<file path="config.mk">
export PLATFORM = sky130hd
export DESIGN_NAME = echo_pulse_meter
export DESIGN_NICKNAME = d
export VERILOG_FILES = /design/src/rtl/echo_pulse_meter.sv
export SDC_FILE = /design/constraint.sdc
export NUM_CORES = 1
export LEC_CHECK = 0
export ABC_AREA = 1
export BUFFER_PORTS_ARGS = -buffer_cell sky130_fd_sc_hd__buf_2
export CAP_MARGIN = 10
export CORE_ASPECT_RATIO = 0.7
export CORE_MARGIN = 2
export CORE_UTILIZATION = 53
export CTS_CLUSTER_DIAMETER = 120
export DETAILED_ROUTE_END_ITERATION = 8
export GPL_ROUTABILITY_DRIVEN = 0
export PLACE_DENSITY_LB_ADDON = 0.25
export SYNTH_ARGS = -nofsm -noshare
export SYNTH_HDL_FRONTEND = slang
export SYNTH_SLANG_ARGS = --single-unit
</file>
<file path="constraint.sdc">
create_clock -name clk -period 1.9 [get_ports clk]
set_clock_uncertainty 0.1 [all_clocks]
set_input_delay 0 -clock clk [delete_from_list [all_inputs] [get_ports clk]]
set_output_delay 0 -clock clk [all_outputs]
set_load 0.02 [all_outputs]
</file>
<file path="src/rtl/echo_pulse_meter.sv">
`default_nettype none
`timescale 1ns/1ps
// +----------------------------------------------------------------------------+
// | Module      : echo_pulse_meter                                             |
// | Description : Measures the echo high time in clk cycles, with timeouts,    |
// |               valid/timeout strobes and a proximity flag.                  |
// |               Optional echo debounce filter: define ECHO_FILTER_EN.        |
// | Revision    : 1.0                                                          |
// +----------------------------------------------------------------------------+
module echo_pulse_meter #(
    parameter int               CNT_W    = 20,
    parameter logic [CNT_W-1:0] RISE_TO  = 20'd1000000,
    parameter logic [CNT_W-1:0] HIGH_TO  = 20'd1000000,
    parameter logic [CNT_W-1:0] NEAR_MIN = 20'd2950,
    parameter logic [CNT_W-1:0] NEAR_MAX = 20'd14750
`ifdef ECHO_FILTER_EN
    ,parameter int              FILT_LEN = 4
`endif
) (
    input  logic             clk,
    input  logic             rst,
    input  logic             start,
    input  logic             echo,
    output logic [CNT_W-1:0] contador2,
    output logic             valid,
    output logic             timeout,
    output logic             near,
    output logic             busy
);

    typedef enum logic [1:0] {
        IDLE    = 2'd0,
        ARMED   = 2'd1,
        MEASURE = 2'd2
    } state_t;

    state_t           state_q, state_d;
    logic [CNT_W-1:0] cnt_q, cnt_d;
    logic [CNT_W-1:0] contador2_q, contador2_d;
    logic             wait_low_q, wait_low_d;
    logic             valid_q, valid_d;
    logic             timeout_q, timeout_d;
    logic             near_q, near_d;
    logic             sync1_q, sync2_q;
    logic             echo_s;

    always_ff @(posedge clk) begin
        if (rst) begin
            sync1_q <= 1'b0;
            sync2_q <= 1'b0;
        end else begin
            sync1_q <= echo;
            sync2_q <= sync1_q;
        end
    end

`ifdef ECHO_FILTER_EN
    localparam int FC_W = $clog2(FILT_LEN + 1);

    logic [FC_W-1:0] filt_cnt_q, filt_cnt_d;
    logic            filt_q, filt_d;

    // Output follows the synced level only after FILT_LEN consecutive differing cycles.
    always_comb begin
        filt_d     = filt_q;
        filt_cnt_d = '0;
        if (sync2_q != filt_q) begin
            if (filt_cnt_q == FC_W'(FILT_LEN - 1)) begin
                filt_d = sync2_q;
            end else begin
                filt_cnt_d = filt_cnt_q + 1'b1;
            end
        end
    end

    always_ff @(posedge clk) begin
        if (rst) begin
            filt_q     <= 1'b0;
            filt_cnt_q <= '0;
        end else begin
            filt_q     <= filt_d;
            filt_cnt_q <= filt_cnt_d;
        end
    end

    assign echo_s = filt_q;
`else
    assign echo_s = sync2_q;
`endif

    always_comb begin
        state_d     = state_q;
        cnt_d       = cnt_q;
        wait_low_d  = wait_low_q;
        contador2_d = contador2_q;
        near_d      = near_q;
        valid_d     = 1'b0;
        timeout_d   = 1'b0;
        case (state_q)
            IDLE: begin
                if (start) begin
                    state_d    = ARMED;
                    cnt_d      = '0;
                    wait_low_d = echo_s;
                end
            end
            ARMED: begin
                // wait_low blocks an echo already high at arm time from counting as a rise
                if (cnt_q == RISE_TO) begin
                    timeout_d = 1'b1;
                    state_d   = IDLE;
                end else if (echo_s && !wait_low_q) begin
                    state_d = MEASURE;
                    cnt_d   = CNT_W'(1);
                end else begin
                    cnt_d = cnt_q + 1'b1;
                    if (!echo_s) begin
                        wait_low_d = 1'b0;
                    end
                end
            end
            MEASURE: begin
                if (!echo_s) begin
                    contador2_d = cnt_q;
                    near_d      = (cnt_q > NEAR_MIN) && (cnt_q < NEAR_MAX);
                    valid_d     = 1'b1;
                    state_d     = IDLE;
                end else if (cnt_q == HIGH_TO) begin
                    contador2_d = HIGH_TO;
                    near_d      = 1'b0;
                    timeout_d   = 1'b1;
                    state_d     = IDLE;
                end else begin
                    cnt_d = cnt_q + 1'b1;
                end
            end
            default: state_d = IDLE;
        endcase
    end

    always_ff @(posedge clk) begin
        if (rst) begin
            state_q     <= IDLE;
            cnt_q       <= '0;
            wait_low_q  <= 1'b0;
            contador2_q <= '0;
            near_q      <= 1'b0;
            valid_q     <= 1'b0;
            timeout_q   <= 1'b0;
        end else begin
            state_q     <= state_d;
            cnt_q       <= cnt_d;
            wait_low_q  <= wait_low_d;
            contador2_q <= contador2_d;
            near_q      <= near_d;
            valid_q     <= valid_d;
            timeout_q   <= timeout_d;
        end
    end

    assign contador2 = contador2_q;
    assign valid     = valid_q;
    assign timeout   = timeout_q;
    assign near      = near_q;
    assign busy      = (state_q != IDLE);

endmodule
`default_nettype wire

</file>
==> results by group <==
Min path
  • HP Start: sync1_q
  • Path type of the worst min-delay path: flop to flop

Clocking
  • CTS Buf Count: 5
  • Htree depth: 2
  • Clock Latency Late Sink: roughly 0.31 ns
  • Sink Count: between 40 and 50
  • Clock transition at the registers of the reported paths: approximately 0.08 ns
  • Clock Root Buffer: clkbuf_8
  • CTS max path bufs: 2
  • CTS tree: done

Global route
  • Largest net degree at the start of global routing: 25
  • Initial antenna violation count: 0
  • First-pass GRT wire length: ~12,000 µm
  • Total GRT Usage: between 20% and 30%
  • GRT overflow: 0
  • Vias in the first global route: 2,509

Timing
  • Hold Vio Cnt, Final: 0
  • F_max: between 500 and 600 MHz
  • Max_slew headroom: 73.9%
  • Final hold slack: between 0.3 and 0.4 ns
  • Fin crit share: 95.7%
  • Fin crit period: approximately 1.8 ns
  • Worst-margin pin slew: 0.391 ns
  • Final Setup Violations: 0
  • Max Transition Viols Final: 0

Cells and area
  • Commonest non-fill, non-tap cell in the layout: nand2_1
  • Layout cells sized above 1: roughly a fifth
  • Syn-to-layout area delta: 23.3%
  • N_diodes: 0
  • Nets: 518
  • Post-layout util: about 67%
  • Most frequent cells in the layout: 113 x nand2_1, 74 x nand3_1, 62 x inv_1, 54 x nor2_1, 44 x dfxtp_1

Synthesis
  • Post-synth top flop: dfxtp_1
  • Syn Nets: between 400 and 500
  • Warnings from Yosys: 0
  • Synth cell types: 27
  • Mapped Cells: 452
  • Post-synth EDFFs: 0
  • Mapped cell area: 0.00283 mm²
  • Asr flop ratio synth: 0%
  • Seq/Total Area, Yosys: about 34%
  • #FFs+latches synth: 48
  • Avg Synthesized Cell Area: between 6 and 7 µm²

Routing
  • Drt drc: 0
  • Vias: ~3,000
  • Drt wl/cell: approximately 13 µm
  • DRT antenna net count: 0
  • Iteration count of the initial detailed-routing pass: 5
  • Vias per cell: around 5.3
  • Final wirelength: approximately 7500 µm
  • Iter 0 DRT Violations: roughly 290

Power and ir drop
  • Tot Pwr: around 4.3 mW
  • PwrDens: between 1000 and 1500 mW/mm²
  • Pleak: between 1.5 and 2 nW
  • Worst IR drop on VDD: between 0.5 and 0.6 mV

Critical path
  • Worst Setup EP: cnt_q[14]
  • R2R depth: 8
  • Worst Setup SP: state_q[0]
  • Reg2reg end: cnt_q[14]
  • CP Max Fanout: 9
  • Worst reg-to-reg setup slack: around 0.081 ns
  • Worst path arrival time: 1.93 ns
  • Critical Path Source Type: flop
  • CP Capture Type: flop
  • Critical path type: flop to flop
  • Worst EP required: 2.01 ns
  • Reg-to-reg startpoint: state_q[0]

Die
  • Chip width: slightly above 90 µm
  • Height of the chip: ~65 µm
  • Starting Density: between 50% and 60%
  • # IOs: 28
  • Row Count: 22
  • Die Area: 0.00595 mm²
  • Core area: around 0.0052 mm²

Run
  • Max Cap Viol: 0

Status
  • Outcome: finished, final reports clean

Placement
  • PortBufs: 27
  • Dpl hpwl: between 5000 and 6000 µm
-- report_power, final --
group	internal, mW	switching [mW]
combinational	0.945	1.32
sequential	1.17	0.118
clock	0.390	0.357
total	2.50	1.79
-- through the flow --
step | TNS (ns) | setup WS [ns] | area, µm² | std cells
2_1_floorplan | 0 | 0.0105 | 2830 | 452
3_3_place_gp | 0 | 0.108 | 3190 | 559
3_5_place_dp | 0 | 0.0195 | 3190 | 559
4_1_cts | 0 | 0.00506 | 3340 | 571
5_1_grt | -0.0263 | -0.0214 | 3490 | 580
6_report | 0 | 0.0814 | 3490 | 580
-- area by class of cell --
cell class	instances	area, µm²
fillers	454	1720
multi-input cells	317	1530
flip-flops and latches	48	966
repair buffers	66	527
inverters	69	262
well taps	72	90.1
clock buffers	5	68.8
clock inverters	3	42.5
-- synth_stat cells (2+ instances only) --
master / number / area (µm²)
nand4_1: 8 / 50.1
clkbuf_1: 5 / 18.8
buf_2: 7 / 35.0
nor3_1: 3 / 15.0
ha_1: 7 / 87.6
or2_2: 2 / 12.5
o21ai_0: 16 / 80.1
nand3_1: 75 / 375
inv_1: 64 / 240
a21oi_1: 14 / 70.1
dfxtp_1: 48 / 961
nor2_2: 4 / 25.0
o21ai_1: 8 / 40.0
o211ai_1: 2 / 15.0
inv_2: 4 / 15.0
nor2_4: 2 / 22.5
nand2_1: 115 / 432
a21oi_4: 2 / 32.5
buf_6: 4 / 45.0
nor2_1: 55 / 206
-- flip-flops by register name, indices dropped and copies added (netlist names) --
signal	cells
state_q	2
wait_low_q	1
cnt_q	20
echo_s	1
near	1
sync1_q	1
contador2	20
valid	1
timeout	1
-- worst min path at each step --
stage	to	slack, ns	cells past startpoint
4_1_cts	echo_s	0.30	2
3_3_place_gp	sync1_q	0.10	3
3_5_place_dp	sync1_q	0.11	3
2_1_floorplan	sync1_q	0.007	2
5_1_grt	echo_s	0.35	2
6_report	echo_s	0.30	2
-- per-layer routing --
metal	up-vias	track usage [%]	part of all wire (%)
met2	167	38.0	42
met1	1353	35.9	47
met4	0	8.33	2.4
li1	1539	-	-
met5	-	0	0
met3	22	4.24	9.3
-- what timing repair did --
item,CTS,global route
setup buffers,0,6
endpoints found under the hold margin,9,0
gates resized for setup,0,19
hold buffers,4,0
setup endpoints to repair,0,22
-- cell families after synthesis --
family          share of synthesized area (%)
simple gates                             41.4
compound gates                           8.40
buf+inv                                  13.1
fa+ha+maj                                3.10
flops                                    34.0
-- critical path: stages (launching register included) --
cell,delay (ns)
dfxtp_2,0.34
buf_4,0.14
ha_1,0.21
buf_4,0.18
a21oi_4,0.35
clkbuf_16,0.23
nand3_1,0.07
nand2_1,0.06
nor2_1,0.04
No activity file was read; power rests on OpenSTA's default activity.
